<file path="src/rtl/id_ex_stage_if.sv">
// Decode/execute boundary bundle: decoded instruction, forward sources, stage control
// and the ALU-facing outputs of the ID/EX register.
interface id_ex_stage_if #(
    parameter int XLEN   = 32,
    parameter int RIDX_W = 5
);
    logic              id_valid;
    logic [XLEN-1:0]   id_pc;
    logic [RIDX_W-1:0] id_rs1;
    logic [RIDX_W-1:0] id_rs2;
    logic              id_use1;
    logic              id_use2;
    logic [XLEN-1:0]   id_rs1_val;
    logic [XLEN-1:0]   id_rs2_val;
    logic [XLEN-1:0]   id_imm;
    logic              id_alusrc;
    logic [4:0]        id_aluop;
    logic [RIDX_W-1:0] id_rd;
    logic              id_regwrite;
    logic              id_memread;
    logic              id_memwrite;

    logic [RIDX_W-1:0] exm_rd;
    logic              exm_regwrite;
    logic [XLEN-1:0]   exm_result;
    logic [RIDX_W-1:0] wb_rd;
    logic              wb_regwrite;
    logic [XLEN-1:0]   wb_data;

    logic              flush;
    logic              mem_stall;
    logic              id_stall;

    logic              ex_valid;
    logic [XLEN-1:0]   ex_pc;
    logic [4:0]        ex_aluop;
    logic [RIDX_W-1:0] ex_rd;
    logic              ex_regwrite;
    logic              ex_memread;
    logic              ex_memwrite;
    logic [XLEN-1:0]   ex_a;
    logic [XLEN-1:0]   ex_b;
    logic [XLEN-1:0]   ex_store_data;

    modport master (
        output id_valid, id_pc, id_rs1, id_rs2, id_use1, id_use2,
               id_rs1_val, id_rs2_val, id_imm, id_alusrc, id_aluop, id_rd,
               id_regwrite, id_memread, id_memwrite,
               exm_rd, exm_regwrite, exm_result, wb_rd, wb_regwrite, wb_data,
               flush, mem_stall,
        input  id_stall, ex_valid, ex_pc, ex_aluop, ex_rd, ex_regwrite,
               ex_memread, ex_memwrite, ex_a, ex_b, ex_store_data
    );

    modport slave (
        input  id_valid, id_pc, id_rs1, id_rs2, id_use1, id_use2,
               id_rs1_val, id_rs2_val, id_imm, id_alusrc, id_aluop, id_rd,
               id_regwrite, id_memread, id_memwrite,
               exm_rd, exm_regwrite, exm_result, wb_rd, wb_regwrite, wb_data,
               flush, mem_stall,
        output id_stall, ex_valid, ex_pc, ex_aluop, ex_rd, ex_regwrite,
               ex_memread, ex_memwrite, ex_a, ex_b, ex_store_data
    );
endinterface

</file>
<file path="src/rtl/id_ex_stage.sv">
// ID/EX pipeline register with capture-time WB bypass, execute-side operand forwarding,
// load-use bubble insertion, branch flush and memory-stage hold.
module id_ex_stage #(
    parameter int         XLEN      = 32,
    parameter int         RIDX_W    = 5,
    parameter logic [4:0] ALUOP_NOP = 5'd0
) (
    input  logic         clk,
    input  logic         rst,
    id_ex_stage_if.slave bus
);

    typedef struct packed {
        logic                         valid;
        logic [XLEN-1:0]              pc;
        logic [4:0]                   aluop;
        logic [RIDX_W-1:0]            rd;
        logic                         regwrite;
        logic                         memread;
        logic                         memwrite;
        logic                         alusrc;
        logic [1:0][RIDX_W-1:0]       rs;
        logic [1:0][XLEN-1:0]         val;
        logic [XLEN-1:0]              imm;
    } ex_fields_t;

    ex_fields_t fields_reg;
    ex_fields_t fields_next;
    ex_fields_t bubble;

    // Operand 0 is rs1, operand 1 is rs2.
    logic [1:0][RIDX_W-1:0] id_rs;
    logic [1:0]             id_use;
    logic [1:0][XLEN-1:0]   id_val;
    logic [1:0][XLEN-1:0]   cap_val;
    logic [1:0][XLEN-1:0]   fwd_val;
    logic [1:0]             dep_hit;
    logic                   luh;

    assign id_rs[0]  = bus.id_rs1;
    assign id_rs[1]  = bus.id_rs2;
    assign id_use[0] = bus.id_use1;
    assign id_use[1] = bus.id_use2;
    assign id_val[0] = bus.id_rs1_val;
    assign id_val[1] = bus.id_rs2_val;

    genvar gi;
    generate
        for (gi = 0; gi < 2; gi++) begin : g_opnd
            logic exm_hit;
            logic wb_hit;
            logic wb_cap_hit;

            assign dep_hit[gi] = id_use[gi] && (id_rs[gi] == fields_reg.rd);

            // The regfile write this cycle is not yet visible on the read port.
            assign wb_cap_hit  = bus.wb_regwrite && (bus.wb_rd != '0) && (bus.wb_rd == id_rs[gi]);
            assign cap_val[gi] = wb_cap_hit ? bus.wb_data : id_val[gi];

            assign exm_hit = bus.exm_regwrite && (bus.exm_rd != '0) && (bus.exm_rd == fields_reg.rs[gi]);
            assign wb_hit  = bus.wb_regwrite && (bus.wb_rd != '0) && (bus.wb_rd == fields_reg.rs[gi]);
            assign fwd_val[gi] = exm_hit ? bus.exm_result :
                                 wb_hit  ? bus.wb_data    :
                                           fields_reg.val[gi];
        end
    endgenerate

    assign luh = fields_reg.valid && fields_reg.memread && (fields_reg.rd != '0) &&
                 bus.id_valid && (|dep_hit);

    // A taken branch kills the dependent instruction, so it need not wait.
    assign bus.id_stall = bus.mem_stall || (luh && !bus.flush);

    always_comb begin
        bubble       = '0;
        bubble.aluop = ALUOP_NOP;
    end

    always_comb begin
        fields_next = fields_reg;
        if (bus.mem_stall) begin
            fields_next = fields_reg;
        end else if (bus.flush || luh || !bus.id_valid) begin
            fields_next = bubble;
        end else begin
            fields_next.valid    = 1'b1;
            fields_next.pc       = bus.id_pc;
            fields_next.aluop    = bus.id_aluop;
            fields_next.rd       = bus.id_rd;
            fields_next.regwrite = bus.id_regwrite;
            fields_next.memread  = bus.id_memread;
            fields_next.memwrite = bus.id_memwrite;
            fields_next.alusrc   = bus.id_alusrc;
            fields_next.rs       = id_rs;
            fields_next.val      = cap_val;
            fields_next.imm      = bus.id_imm;
        end
    end

    always_ff @(posedge clk) begin
        if (rst) begin
            fields_reg <= bubble;
        end else begin
            fields_reg <= fields_next;
        end
    end

    assign bus.ex_valid      = fields_reg.valid;
    assign bus.ex_pc         = fields_reg.pc;
    assign bus.ex_aluop      = fields_reg.aluop;
    assign bus.ex_rd         = fields_reg.rd;
    assign bus.ex_regwrite   = fields_reg.regwrite;
    assign bus.ex_memread    = fields_reg.memread;
    assign bus.ex_memwrite   = fields_reg.memwrite;
    assign bus.ex_a          = fwd_val[0];
    assign bus.ex_b          = fields_reg.alusrc ? fields_reg.imm : fwd_val[1];
    assign bus.ex_store_data = fwd_val[1];

endmodule

</file>
<file path="src/flat_wrapper.sv">
// flat-port wrapper written by rule: the top's interface ports become plain ports
module id_ex_stage_flat 
#(
    parameter int         XLEN      = 32,
    parameter int         RIDX_W    = 5,
    parameter logic [4:0] ALUOP_NOP = 5'd0
)
  (clk, rst, bus_id_valid, bus_id_pc, bus_id_rs1, bus_id_rs2, bus_id_use1, bus_id_use2, bus_id_rs1_val, bus_id_rs2_val, bus_id_imm, bus_id_alusrc, bus_id_aluop, bus_id_rd, bus_id_regwrite, bus_id_memread, bus_id_memwrite, bus_exm_rd, bus_exm_regwrite, bus_exm_result, bus_wb_rd, bus_wb_regwrite, bus_wb_data, bus_flush, bus_mem_stall, bus_id_stall, bus_ex_valid, bus_ex_pc, bus_ex_aluop, bus_ex_rd, bus_ex_regwrite, bus_ex_memread, bus_ex_memwrite, bus_ex_a, bus_ex_b, bus_ex_store_data);
  id_ex_stage_if #(.XLEN(XLEN), .RIDX_W(RIDX_W)) bus_i ();
  input  logic clk;
  input  logic rst;
  input wire logic [$bits(bus_i.id_valid)-1:0] bus_id_valid;
  input wire logic [$bits(bus_i.id_pc)-1:0] bus_id_pc;
  input wire logic [$bits(bus_i.id_rs1)-1:0] bus_id_rs1;
  input wire logic [$bits(bus_i.id_rs2)-1:0] bus_id_rs2;
  input wire logic [$bits(bus_i.id_use1)-1:0] bus_id_use1;
  input wire logic [$bits(bus_i.id_use2)-1:0] bus_id_use2;
  input wire logic [$bits(bus_i.id_rs1_val)-1:0] bus_id_rs1_val;
  input wire logic [$bits(bus_i.id_rs2_val)-1:0] bus_id_rs2_val;
  input wire logic [$bits(bus_i.id_imm)-1:0] bus_id_imm;
  input wire logic [$bits(bus_i.id_alusrc)-1:0] bus_id_alusrc;
  input wire logic [$bits(bus_i.id_aluop)-1:0] bus_id_aluop;
  input wire logic [$bits(bus_i.id_rd)-1:0] bus_id_rd;
  input wire logic [$bits(bus_i.id_regwrite)-1:0] bus_id_regwrite;
  input wire logic [$bits(bus_i.id_memread)-1:0] bus_id_memread;
  input wire logic [$bits(bus_i.id_memwrite)-1:0] bus_id_memwrite;
  input wire logic [$bits(bus_i.exm_rd)-1:0] bus_exm_rd;
  input wire logic [$bits(bus_i.exm_regwrite)-1:0] bus_exm_regwrite;
  input wire logic [$bits(bus_i.exm_result)-1:0] bus_exm_result;
  input wire logic [$bits(bus_i.wb_rd)-1:0] bus_wb_rd;
  input wire logic [$bits(bus_i.wb_regwrite)-1:0] bus_wb_regwrite;
  input wire logic [$bits(bus_i.wb_data)-1:0] bus_wb_data;
  input wire logic [$bits(bus_i.flush)-1:0] bus_flush;
  input wire logic [$bits(bus_i.mem_stall)-1:0] bus_mem_stall;
  output wire logic [$bits(bus_i.id_stall)-1:0] bus_id_stall;
  output wire logic [$bits(bus_i.ex_valid)-1:0] bus_ex_valid;
  output wire logic [$bits(bus_i.ex_pc)-1:0] bus_ex_pc;
  output wire logic [$bits(bus_i.ex_aluop)-1:0] bus_ex_aluop;
  output wire logic [$bits(bus_i.ex_rd)-1:0] bus_ex_rd;
  output wire logic [$bits(bus_i.ex_regwrite)-1:0] bus_ex_regwrite;
  output wire logic [$bits(bus_i.ex_memread)-1:0] bus_ex_memread;
  output wire logic [$bits(bus_i.ex_memwrite)-1:0] bus_ex_memwrite;
  output wire logic [$bits(bus_i.ex_a)-1:0] bus_ex_a;
  output wire logic [$bits(bus_i.ex_b)-1:0] bus_ex_b;
  output wire logic [$bits(bus_i.ex_store_data)-1:0] bus_ex_store_data;
  assign bus_i.id_valid = bus_id_valid;
  assign bus_i.id_pc = bus_id_pc;
  assign bus_i.id_rs1 = bus_id_rs1;
  assign bus_i.id_rs2 = bus_id_rs2;
  assign bus_i.id_use1 = bus_id_use1;
  assign bus_i.id_use2 = bus_id_use2;
  assign bus_i.id_rs1_val = bus_id_rs1_val;
  assign bus_i.id_rs2_val = bus_id_rs2_val;
  assign bus_i.id_imm = bus_id_imm;
  assign bus_i.id_alusrc = bus_id_alusrc;
  assign bus_i.id_aluop = bus_id_aluop;
  assign bus_i.id_rd = bus_id_rd;
  assign bus_i.id_regwrite = bus_id_regwrite;
  assign bus_i.id_memread = bus_id_memread;
  assign bus_i.id_memwrite = bus_id_memwrite;
  assign bus_i.exm_rd = bus_exm_rd;
  assign bus_i.exm_regwrite = bus_exm_regwrite;
  assign bus_i.exm_result = bus_exm_result;
  assign bus_i.wb_rd = bus_wb_rd;
  assign bus_i.wb_regwrite = bus_wb_regwrite;
  assign bus_i.wb_data = bus_wb_data;
  assign bus_i.flush = bus_flush;
  assign bus_i.mem_stall = bus_mem_stall;
  assign bus_id_stall = bus_i.id_stall;
  assign bus_ex_valid = bus_i.ex_valid;
  assign bus_ex_pc = bus_i.ex_pc;
  assign bus_ex_aluop = bus_i.ex_aluop;
  assign bus_ex_rd = bus_i.ex_rd;
  assign bus_ex_regwrite = bus_i.ex_regwrite;
  assign bus_ex_memread = bus_i.ex_memread;
  assign bus_ex_memwrite = bus_i.ex_memwrite;
  assign bus_ex_a = bus_i.ex_a;
  assign bus_ex_b = bus_i.ex_b;
  assign bus_ex_store_data = bus_i.ex_store_data;
  id_ex_stage #(.XLEN(XLEN), .RIDX_W(RIDX_W), .ALUOP_NOP(ALUOP_NOP)) u_core (.clk(clk), .rst(rst), .bus(bus_i));
endmodule
</file>
<file path="config.mk">
export PLATFORM = sky130hd
export DESIGN_NAME = id_ex_stage_flat
export DESIGN_NICKNAME = d
export VERILOG_FILES = /design/src/rtl/id_ex_stage_if.sv /design/src/rtl/id_ex_stage.sv /design/src/flat_wrapper.sv
export SDC_FILE = /design/constraint.sdc
export NUM_CORES = 1
export LEC_CHECK = 0
export ABC_AREA = 1
export BUFFER_PORTS_ARGS = -buffer_cell sky130_fd_sc_hd__buf_2
export CORE_AREA = 2 2 146 148
export CTS_CLUSTER_DIAMETER = 60
export DETAILED_ROUTE_END_ITERATION = 7
export DIE_AREA = 0 0 148 150
export GPL_TIMING_DRIVEN = 0
export PLACE_DENSITY = 0.75
export SLEW_MARGIN = 20
export SYNTH_ARGS = -nofsm -noshare
export SYNTH_HDL_FRONTEND = slang
export SYNTH_SLANG_ARGS = --single-unit
</file>
<file path="constraint.sdc">
create_clock -name clk -period 1.85 [get_ports clk]
set_input_delay 0.0925 -clock clk [delete_from_list [all_inputs] [get_ports clk]]
set_output_delay 0.0925 -clock clk [all_outputs]
set_load 0.02 [all_outputs]
</file>
==> summary.md, run 1 <==
| Metric | Value |
|---|---|
| Most frequent cell on the critical path | `nand2_1` |
| FF-to-FF Start | `u_core.bus.ex_rd[3]` |
| Startpoint types | `flop` |
| Register area | `3100 um^2` |
| Avg Synthesized Cell Area | `6.06 um^2` |
| Post-Syn Area | `9320 um^2` |
| Max cap viols | `0` |
| Max VDD drop | `0.640 mV` |
| Yosys top cell by area | `dfxtp_1` |
| GRT Overall Usage | `37.3%` |
| Clock sinks | `153` |
| First-pass GRT wire length | `64,900 um` |
| Cell family with most CP delay | `simple AND/OR/NAND/NOR gates` |
| Worst Max-Slew Pin Slew | `0.744 ns` |
| Die height | `150 um` |
| Reg clk slew, reported paths | `0.07 ns` |
| Vias | `13,000` |
| Setup CP Type | `flop to output pin` |
| Die area | `22,200 um^2` |
| Drt drc | `0` |
| Count of port buffers added during placement | `371` |
| Critical path cell sequence | `xnor2_2 -> nand3_2 -> nor2_4 -> buf_12 -> nand3_4 -> buf_8 -> nand2_1 -> o21ai_1 -> nand2_1 -> nand2_1 -> buf_6` |
| Skew-Pair Late Insertion Delay | `0.44 ns` |
| Total CTS buffers | `17` |
| Data arrival, critical path | `2.24 ns` |
| Critical Path Fanout Max | `5` |
| Min cycle time layout | `2.33 ns` |
| Core area | `20,700 um^2` |
| Reg2reg setup slack | `0.05 ns` |
| Worst hold endpoint | `u_core.fields_reg[37]` |
| Leak | `0.00754 uW` |
| Post-DP Area | `11,500 um^2` |
| Synth Flop Type | `dfxtp_1` |
| Ys async rst share | `0%` |
| IO Count | `378` |
| RSZ-0062 raised after global routing | `yes` |
| Vias in the first global route | `12,300` |
| Failing checks | `hold timing, setup timing` |
| Reg2Reg Capture Point | `u_core.fields_reg[23]` |
| Worst Setup SP | `u_core.fields_reg[97]` |
| Fin crit share | `126%` |
| Sequential fraction of the synthesis area | `32.9%` |
| Routed WL | `46,200 um` |
| H-tree levels | `4` |
| Via density | `5.53` |
| Starting DRT DRC Count | `1,176` |
| Post-synth cell types | `27` |
| Largest cells by area after synthesis | `dfxtp_1 (33%), nand2_1 (28%), nand3_1 (9.1%)` |
| Peak per-stage delay on the critical path | `0.37 ns` |
| Flops & latches, synth | `153` |
| Post-DRT Antenna Nets | `0` |
| FILL cells | `1,436` |
| Post-synth EDFFs | `0` |
| Final Cell Area | `16,200 um^2` |
| Setup crit end kind | `output pin` |
| Cells after Synth | `1,538` |
| Hold path cells | `5` |
| Initial antenna violation count | `6` |
| Slowest CP cell | `dfxtp_4` |
| Multi-input combinational cell area | `6820 um^2` |
| Die X | `148 um` |
| Layout Cells excl Fill | `2,359` |
| Yosys top cell area share | `32.9%` |
| Worst path bufs/invs | `3` |
| Routability cong. | `0.914` |
| # rows | `53` |
| Hold WS | `-0.00307 ns` |
| Largest net degree at the start of global routing | `17` |
| Hold Startpoint | `bus_id_rs1_val[5]` |
| Setup violators final | `117` |
| Post-detail-place hpwl | `28,300 um` |
| GRT overflow | `0` |
| Outcome | `complete, but fails checks` |
| Headroom to the max-slew limit | `50.4%` |
| Average wire per standard cell | `19.6 um` |
| TritonCTS clock tree | `done` |
| Dpl cells | `2,184` |
| Max reg flops | `107` |
| Req. time, crit path | `1.76 ns` |
| Deepest clock path buffer count | `2` |
| Layout cells sized above 1 | `40.7%` |
| Max Freq | `0.429 GHz` |
| Slew Viols, Final | `0` |
| Fin worst setup slack | `-0.478 ns` |
| Root Buffer | `clkbuf_16` |
| Final hold vios | `1` |
| Clk_skew | `0.0127 ns` |
| First-pass iteration count of the detailed router | `6` |
| # nets final | `2,301` |
| Area growth, synth to finish | `73.8%` |
| Yosys warns | `0` |
| Worst R2R Path Depth | `9` |
| PD cells | `562 nW/um^2` |
| Starting Density | `45.0%` |
| Hold crit path type | `input port to flop` |
| Net Count, Synth | `1,773` |
[per-layer routing]
layer,vias to the layer above,GRT usage [%],part of all wire [%]
met5,-,0,0.028
met4,2,18.8,5.3
met3,233,8.96,9.9
met2,910,64.8,49
met1,5974,42.9,36
li1,5927,-,-
[cells in the mapped netlist, drive strengths merged, types with 2 or more instances]
cell type  number
dfxtp         153
clkbuf         60
nand3         171
nand2         697
xor2           13
xnor2          16
nor3            2
o21ai          33
buf            92
nor2           24
a21oi         155
and2           32
nand3b         32
inv            55
[power breakdown]
part           switching, uW  total, uW  internal, uW
clock                   1700       3480          1780
combinational           1230       2190           965
sequential              66.4       3430          3370
[worst max path at each step]
stage / to / slack, ns / cells after the start
floorplan: bus_ex_a[10] / 0.25 / 7
global placement: bus_ex_b[27] / -0.58 / 8
detailed placement: bus_ex_a[7] / -0.55 / 8
CTS: bus_ex_a[15] / -0.41 / 9
global route: bus_ex_a[6] / -0.56 / 11
finish: bus_ex_a[6] / -0.48 / 11
[worst reg2reg max path: stages (launching register included)]
cell     delay, ns
dfxtp_2       0.35
inv_2         0.08
nand4_1       0.13
o21ai_1       0.15
inv_1         0.10
a21oi_4       0.20
buf_12        0.16
buf_2         0.30
nand2_1       0.12
a21oi_1       0.15
[layout by cell type (no fill, tap or decap), types with 20 or more instances in the layout]
cell	Yosys	layout
a21oi_1	153	152
and2_4	0	32
buf_2	44	303
buf_4	44	59
buf_6	0	113
clkbuf_1	59	39
clkbuf_16	0	25
dfxtp_1	153	139
dlygate4sd3_1	0	93
inv_1	50	49
nand2_1	697	598
nand2_2	0	68
nand2_4	0	28
nand3_1	170	82
nand3_2	1	47
nand3_4	0	44
nand3b_1	32	32
nor2_1	23	20
o21ai_2	0	25
[cell families after synthesis]
logic type,count (synthesis),synth area share [%]
compound gates,189,10.3
xor+xnor,29,2.73
buf+inv,207,10.7
flops,153,32.9
simple gates,960,43.3
[per-stage QoR]
stage / util (%) / setup slack, ns / TNS [ns] / total power [uW] / hold WS, ns
6_report: 78.3 / -0.478 / -34.50 / 9100 / -0.00307
5_1_grt: 78.2 / -0.560 / -44.47 / 9350 / 0.0210
4_1_cts: 72.0 / -0.412 / -31.91 / 8800 / 0.000516
3_5_place_dp: 55.7 / -0.549 / -59.76 / 4970 / 0.347
3_3_place_gp: 55.7 / -0.577 / -57.83 / 4950 / 0.343
2_1_floorplan: - / 0.250 / 0 / 4300 / 0.236
[cell type report]
type | count | share of cell area [%]
Clock buffer | 17 | 2.63
Sequential cell | 153 | 19.1
Timing Repair Buffer | 510 | 25.1
Multi-Input combinational cell | 1180 | 42.1
Antenna cell | 5 | 0.0773
Inverter | 55 | 1.31
Buffer | 149 | 6.75
Tap cell | 275 | 2.13
Clock inverter | 15 | 0.819
[repair_timing]
| action | 4_1_cts | 5_1_grt |
|---|---|---|
| cloned | 13 | 7 |
| setup endpoints to repair | 185 | 239 |
| hold buffers | 93 | 0 |
| buffers inserted | 21 | 7 |
| resized for setup | 456 | 278 |
| pin swaps | 84 | 94 |
| endpoints found under the hold margin | 93 | 0 |
(Power assumes the default switching activity.)
==> run 2, diff against run 1 <==
REMOVE_ABC_BUFFERS = 1   (was not set)
==> summary.md, run 2 (synthesis results as in run 1) <==
| Metric | Value |
|---|---|
| DR WL met2 | `22,800 um (was 22,600 um)` |
| Final Cell Area | `15,900 um^2 (was 16,200 um^2)` |
| Int Pwr | `6280 uW (was 6110 uW)` |
| Req. time, crit path | `1.76 ns (about the same)` |
| Headroom to the max-slew limit | `35.3% (was 50.4%)` |
| Worst R2R Path Depth | `12 (was 9)` |
| Worst Max-Slew Pin Slew | `0.969 ns (was 0.744 ns)` |
| Slowest CP cell | `dfxtp_4 (unchanged)` |
| Core area | `20,700 um^2 (unchanged)` |
| Root Buffer | `clkbuf_16 (unchanged)` |
| Max reg flops | `107 (unchanged)` |
| Reg2reg setup slack | `-0.14 ns (was 0.05 ns)` |
| Peak per-stage delay on the critical path | `0.38 ns (was 0.37 ns)` |
| Post-DP Area | `11,400 um^2 (was 11,500 um^2)` |
| Outcome | `complete, but fails checks (unchanged)` |
| Die height | `150 um (unchanged)` |
| Dpl cells | `2,059 (was 2,184)` |
| Die area | `22,200 um^2 (unchanged)` |
| Commonest non-fill, non-tap cells in the layout | `nand2_1 (620), buf_2 (296), a21oi_1 (150) (was nand2_1 (598), buf_2 (303), a21oi_1 (152))` |
| Post-detail-place hpwl | `23,500 um (was 28,300 um)` |
| Switching share of power | `32.5% (was 32.9%)` |
| # nets final | `2,222 (was 2,301)` |
| Switch Pwr | `3020 uW (was 2990 uW)` |
| Critical Path Fanout Max | `5 (unchanged)` |
| Worst Setup SP | `u_core.fields_reg[97] (unchanged)` |
| Worst setup path end | `bus_ex_a[5] (was bus_ex_a[6])` |
| Via density | `5.80 (was 5.53)` |
| Routability cong. | `0.822 (was 0.914)` |
| Hold path cells | `5 (unchanged)` |
| Count of port buffers added during placement | `377 (was 371)` |
| Final Power | `9310 uW (was 9100 uW)` |
| Largest net degree at the start of global routing | `92 (was 17)` |
| Startpoint types | `flop (unchanged)` |
| Max Freq | `0.413 GHz (was 0.429 GHz)` |
| Final hold vios | `0 (was 1)` |
| Setup CP Type | `flop to output pin (unchanged)` |
| Metal-1 WL | `16,800 um (was 16,600 um)` |
| First-pass GRT wire length | `63,000 um (was 64,900 um)` |
| GRT overflow | `0 (unchanged)` |
| Routed WL | `49,600 um (was 46,200 um)` |
| FF-to-FF Start | `u_core.bus.ex_rd[4] (was u_core.bus.ex_rd[3])` |
| PD cells | `584 nW/um^2 (was 562 nW/um^2)` |
| RSZ-0062 raised after global routing | `yes (unchanged)` |
| Clk_skew | `0.0116 ns (was 0.0127 ns)` |
| Post-DRT Antenna Nets | `0 (unchanged)` |
| Skew-Pair Late Insertion Delay | `0.43 ns (was 0.44 ns)` |
| Reg clk slew, reported paths | `0.07 ns (about the same)` |
| Starting Density | `45.0% (unchanged)` |
| Layout cells sized above 1 | `36.6% (was 40.7%)` |
| Max VDD drop | `0.684 mV (was 0.640 mV)` |
| Fin crit share | `131% (was 126%)` |
| Fin worst setup slack | `-0.573 ns (was -0.478 ns)` |
| H-tree levels | `4 (unchanged)` |
| Clock share of power | `38.6% (was 38.2%)` |
| Failing checks | `setup timing (was hold timing, setup timing)` |
| Most common cell after layout, fill and taps aside | `nand2_1 (unchanged)` |
| Starting DRT DRC Count | `1,543 (was 1,176)` |
| GRT Overall Usage | `36.4% (was 37.3%)` |
| Vias in the first global route | `11,700 (was 12,300)` |
| Die X | `148 um (unchanged)` |
| Min cycle time layout | `2.42 ns (was 2.33 ns)` |
| Initial antenna violation count | `6 (unchanged)` |
| Setup crit end kind | `output pin (unchanged)` |
| Average wire per standard cell | `21.7 um (was 19.6 um)` |
| Data arrival, critical path | `2.33 ns (was 2.24 ns)` |
| Seq pwr share | `36.9% (was 37.7%)` |
| Setup violators final | `190 (was 117)` |
| Hold WS | `0.0113 ns (was -0.00307 ns)` |
| Combinational Power Share | `24.5% (was 24.1%)` |
| Highest Signal Layer | `met4 (was met5)` |
| First-pass iteration count of the detailed router | `7 (was 6)` |
| Hold crit path type | `input port to flop (unchanged)` |
| IO Count | `378 (unchanged)` |
| Reg2Reg Capture Point | `u_core.fields_reg[66] (was u_core.fields_reg[23])` |
| Layout Cells excl Fill | `2,283 (was 2,359)` |
| FILL cells | `1,379 (was 1,436)` |
| WL met3 | `6120 um (was 4580 um)` |
| Deepest clock path buffer count | `2 (unchanged)` |
| Dpl ws | `-0.799 ns (was -0.549 ns)` |
| Max cap viols | `0 (unchanged)` |
| TritonCTS clock tree | `done (unchanged)` |
| # rows | `53 (unchanged)` |
| Clock sinks | `153 (unchanged)` |
| Area growth, synth to finish | `71.0% (was 73.8%)` |
| Total CTS buffers | `17 (unchanged)` |
| Vias | `13,300 (was 13,000)` |
| Leak | `0.00740 uW (was 0.00754 uW)` |
| Drt drc | `0 (unchanged)` |
| Critical path cell sequence | `xnor2_4 -> nand3_2 -> nor2_4 -> buf_12 -> nand3_4 -> buf_12 -> nand2_4 -> o21ai_2 -> nand2_1 -> nand2_1 -> buf_6 (was xnor2_2 -> nand3_2 -> nor2_4 -> buf_12 -> nand3_4 -> buf_8 -> nand2_1 -> o21ai_1 -> nand2_1 -> nand2_1 -> buf_6)` |
| Slew Viols, Final | `0 (unchanged)` |
run 2: worst min path at each step:
stage / endpoint / from
after floorplan: u_core.bus.ex_aluop[0] / rst
after global placement: u_core.bus.ex_pc[4] / bus_id_pc[4]
after detailed placement: u_core.bus.ex_rd[3] / bus_id_rd[3]
after CTS: u_core.fields_reg[61] / bus_id_rs1_val[29]
after global routing: u_core.fields_reg[36] / bus_id_rs1_val[4]
final: u_core.fields_reg[50] / bus_id_rs1_val[18]
run 2: area by class of cell:
cell class / count / area [um^2] / area share (%)
Timing Repair Buffer: 570 / 4990 / 31.3
Tap cell: 275 / 344 / 2.16
Timing Repair inverter: 2 / 31.3 / 0.196
Inverter: 55 / 223 / 1.40
Multi-Input combinational cell: 1188 / 6640 / 41.7
Clock inverter: 15 / 153 / 0.958
Clock buffer: 17 / 425 / 2.67
Antenna cell: 8 / 20.0 / 0.126
Sequential cell: 153 / 3110 / 19.5
run 2: power groups by stage:
stage / clock network [uW] / registers (uW) / logic [uW]
after floorplan: 0 / 3520 / 616
after global placement: 0 / 3500 / 1340
after detailed placement: 0 / 3500 / 1490
after CTS: 3590 / 3420 / 1890
after global routing: 3710 / 3440 / 2380
final: 3590 / 3430 / 2280
run 2: metal layers:
metal  track usage, %  up-vias
li1                 -     5784
met1             43.2     6006
met2             62.5     1126
met3             7.32      336
met4             18.4        0
met5                0        -
run 2: stage by stage:
| stage | TNS [ns] | utilization [%] |
|---|---|---|
| 6_report | -49.35 | 77.0 |
| 5_1_grt | -54.44 | 77.0 |
| 4_1_cts | -29.94 | 69.3 |
| 3_5_place_dp | -94.99 | 55.1 |
| 3_3_place_gp | -784.30 | 52.0 |
| 2_1_floorplan | -256.31 | - |
run 2: repair_timing:
action | in CTS | in global routing
setup endpoints to repair | 225 | 198
gates cloned | 12 | 19
resized for setup | 232 | 260
buffers inserted | 23 | 19
pin swaps | 49 | 90
hold buffers | 111 | 0
hold endpoints to repair | 111 | 0
run 2: critical path: cells and delay by family, from the launching register on:
family                    cells  cell delay, ns
and+or+nand+nor               6            0.70
xor gates and xnor gates      1            0.25
DFF                           1            0.38
buffers and inverters         3            0.51
AOI/OAI and AO/OA             1            0.05
==> run 3, diff against run 2 <==
CORE_AREA = 2 2 180 182   (was 2 2 146 148)
DIE_AREA = 0 0 182 184   (was 0 0 148 150)
PLACE_DENSITY = 0.52   (was 0.75)
==> summary.md, run 3 (synthesis results as in run 1) <==
| Metric | Value |
|---|---|
| Outcome | `complete, but fails checks (unchanged)` |
| Failing checks | `setup timing (unchanged)` |
| Ant. Diodes | `0 (was 8)` |
| Max Freq | `0.440 GHz (was 0.413 GHz)` |
| Clk_skew | `0.0133 ns (was 0.0116 ns)` |
| Critical Path Fanout Max | `13 (was 5)` |
| Clock sinks | `153 (unchanged)` |
| Setup CP Type | `flop to output pin (unchanged)` |
| Worst path bufs/invs | `3 (unchanged)` |
| Post-detail-place hpwl | `27,200 um (was 23,500 um)` |
| Via density | `5.07 (was 5.80)` |
| Slew Viols, Final | `0 (unchanged)` |
| Vias in the first global route | `11,700 (about the same)` |
| FF-to-FF Start | `u_core.bus.ex_rd[0] (was u_core.bus.ex_rd[4])` |
| Hold crit path type | `input port to flop (unchanged)` |
| Hold Startpoint | `bus_id_rs1_val[6] (was bus_id_rs1_val[18])` |
| Worst Max-Slew Pin Slew | `0.773 ns (was 0.969 ns)` |
| Starting DRT DRC Count | `857 (was 1,543)` |
| Max cap viols | `0 (unchanged)` |
| Drt drc | `0 (unchanged)` |
| Final hold vios | `0 (unchanged)` |
| # rows | `65 (was 53)` |
| GRT Overall Usage | `27.0% (was 36.4%)` |
| Fin crit share | `123% (was 131%)` |
| Req. time, crit path | `1.76 ns (about the same)` |
| Dpl ws | `-0.883 ns (was -0.799 ns)` |
| Max VDD drop | `0.491 mV (was 0.684 mV)` |
| Reg2reg setup slack | `0.04 ns (was -0.14 ns)` |
| Starting Density | `29.7% (was 45.0%)` |
| Reg clk slew, reported paths | `0.07 ns (about the same)` |
| Hold path cells | `5 (unchanged)` |
| Worst hold endpoint | `u_core.fields_reg[38] (was u_core.fields_reg[50])` |
| Setup crit end kind | `output pin (unchanged)` |
| Die X | `182 um (was 148 um)` |
| Layout cells sized above 1 | `40.6% (was 36.6%)` |
| IO Count | `378 (unchanged)` |
| H-tree levels | `4 (unchanged)` |
| Total CTS buffers | `17 (unchanged)` |
| Deepest clock path buffer count | `2 (unchanged)` |
| Cell family with most CP delay | `simple AND/OR/NAND/NOR gates (unchanged)` |
| Average wire per standard cell | `19.9 um (was 21.7 um)` |
| Skew-Pair Late Insertion Delay | `0.45 ns (was 0.43 ns)` |
| Slowest CP cell | `dfxtp_4 (unchanged)` |
| RSZ-0062 raised after global routing | `yes (unchanged)` |
| Root Buffer | `clkbuf_16 (unchanged)` |
| Setup violators final | `96 (was 190)` |
| Core area | `31,400 um^2 (was 20,700 um^2)` |
| Max reg flops | `107 (unchanged)` |
| Worst R2R Path Depth | `11 (was 12)` |
| Fin worst setup slack | `-0.421 ns (was -0.573 ns)` |
| Area growth, synth to finish | `84.1% (was 71.0%)` |
| GRT overflow | `0 (unchanged)` |
| FILL cells | `2,923 (was 1,379)` |
| Util after Layout | `54.6% (was 77.0%)` |
| Largest net degree at the start of global routing | `102 (was 92)` |
| Count of port buffers added during placement | `377 (unchanged)` |
| Reg2Reg Capture Point | `u_core.fields_reg[52] (was u_core.fields_reg[66])` |
| Initial antenna violation count | `3 (was 6)` |
| Leak | `0.00801 uW (was 0.00740 uW)` |
| Routed WL | `48,800 um (was 49,600 um)` |
| TritonCTS clock tree | `done (unchanged)` |
| Critical path cell sequence | `xnor2_4 -> nand3_2 -> nor2_4 -> buf_12 -> nand2_8 -> buf_12 -> nand2_1 -> nand3_2 -> and2_4 -> buf_6 (was xnor2_4 -> nand3_2 -> nor2_4 -> buf_12 -> nand3_4 -> buf_12 -> nand2_4 -> o21ai_2 -> nand2_1 -> nand2_1 -> buf_6)` |
| Most common cell after layout, fill and taps aside | `nand2_1 (unchanged)` |
| Headroom to the max-slew limit | `48.4% (was 35.3%)` |
| PD cells | `565 nW/um^2 (was 584 nW/um^2)` |
| Die area | `33,500 um^2 (was 22,200 um^2)` |
| Peak per-stage delay on the critical path | `0.40 ns (was 0.38 ns)` |
| First-pass iteration count of the detailed router | `5 (was 7)` |
| Min cycle time layout | `2.27 ns (was 2.42 ns)` |
| Startpoint types | `flop (unchanged)` |
| Routability cong. | `0.805 (was 0.822)` |
| First-pass GRT wire length | `69,200 um (was 63,000 um)` |
| Post-DRT Antenna Nets | `0 (unchanged)` |
| Commonest non-fill, non-tap cells in the layout | `nand2_1 (567), buf_2 (293), dlygate4sd3_1 (145) (was nand2_1 (620), buf_2 (296), a21oi_1 (150))` |
| Vias | `12,500 (was 13,300)` |
| # nets final | `2,276 (was 2,222)` |
| Data arrival, critical path | `2.18 ns (was 2.33 ns)` |
| Die height | `184 um (was 150 um)` |
## run 3: layout make-up
cell class | instances | area, um^2 | area share, %
Sequential cell | 153 | 3110 | 18.1
Multi-Input combinational cell | 1182 | 6770 | 39.5
Timing Repair Buffer | 629 | 5840 | 34.0
Inverter | 55 | 240 | 1.40
Tap cell | 402 | 503 | 2.93
Clock inverter | 15 | 199 | 1.16
Timing Repair inverter | 3 | 66.3 | 0.387
Clock buffer | 17 | 425 | 2.48
## run 3: stage by stage
| stage | hold WS, ns | total power [uW] | area [um^2] | std cells | setup TNS, ns |
|---|---|---|---|---|---|
| finish | 0.0231 | 9690 | 17100 | 2456 | -34.03 |
| global route | 0.0347 | 10000 | 17100 | 2456 | -43.03 |
| CTS | 0.00788 | 9480 | 15800 | 2424 | -37.19 |
| detailed placement | 0.347 | 5040 | 11600 | 2189 | -96.18 |
| global placement | 0.341 | 4890 | 10900 | 2165 | -890.80 |
| floorplan | 0.162 | 4140 | 8520 | 1386 | -256.31 |
## run 3: worst reg2reg max path, cell delays in order (launching register included)
cell       delay [ns]
dfxtp_2          0.35
inv_2            0.08
nand4_1          0.12
o21ai_2          0.16
inv_2            0.07
a21oi_4          0.16
buf_12           0.15
buf_16           0.14
buf_16           0.15
clkbuf_16        0.19
nand2_4          0.05
a21oi_2          0.11
## run 3: power breakdown
part           switching, uW  total (uW)  internal, uW
Combinational           1270        2380          1110
Sequential              61.9        3420          3360
Clock                   1800        3880          2080
Total                   3130        9690          6550
## run 3: how the worst max path moves through the flow
stage,depth (start not counted),end,start
final,10,bus_ex_store_data[4],u_core.fields_reg[104]
after global routing,11,bus_ex_b[6],u_core.fields_reg[104]
after CTS,10,bus_ex_b[25],u_core.fields_reg[102]
after detailed placement,8,bus_ex_a[17],u_core.fields_reg[99]
after global placement,6,u_core.bus.ex_pc[13],bus_mem_stall
after floorplan,8,u_core.bus.ex_aluop[0],u_core.bus.ex_rd[2]
## run 3: repair_timing
item                       CTS  global route
setup endpoints to repair  186           186
resized for setup          371           257
pin swaps                   69           103
hold endpoints to repair   145             0
cloned                      21            10
setup buffers               39            24
hold buffers               145             0
## run 3: routing by layer
metal	track usage [%]	wire length, um
met1	33.3	20000
met2	47.0	23900
met3	5.94	3650
met4	8.16	1230
met5	0	27
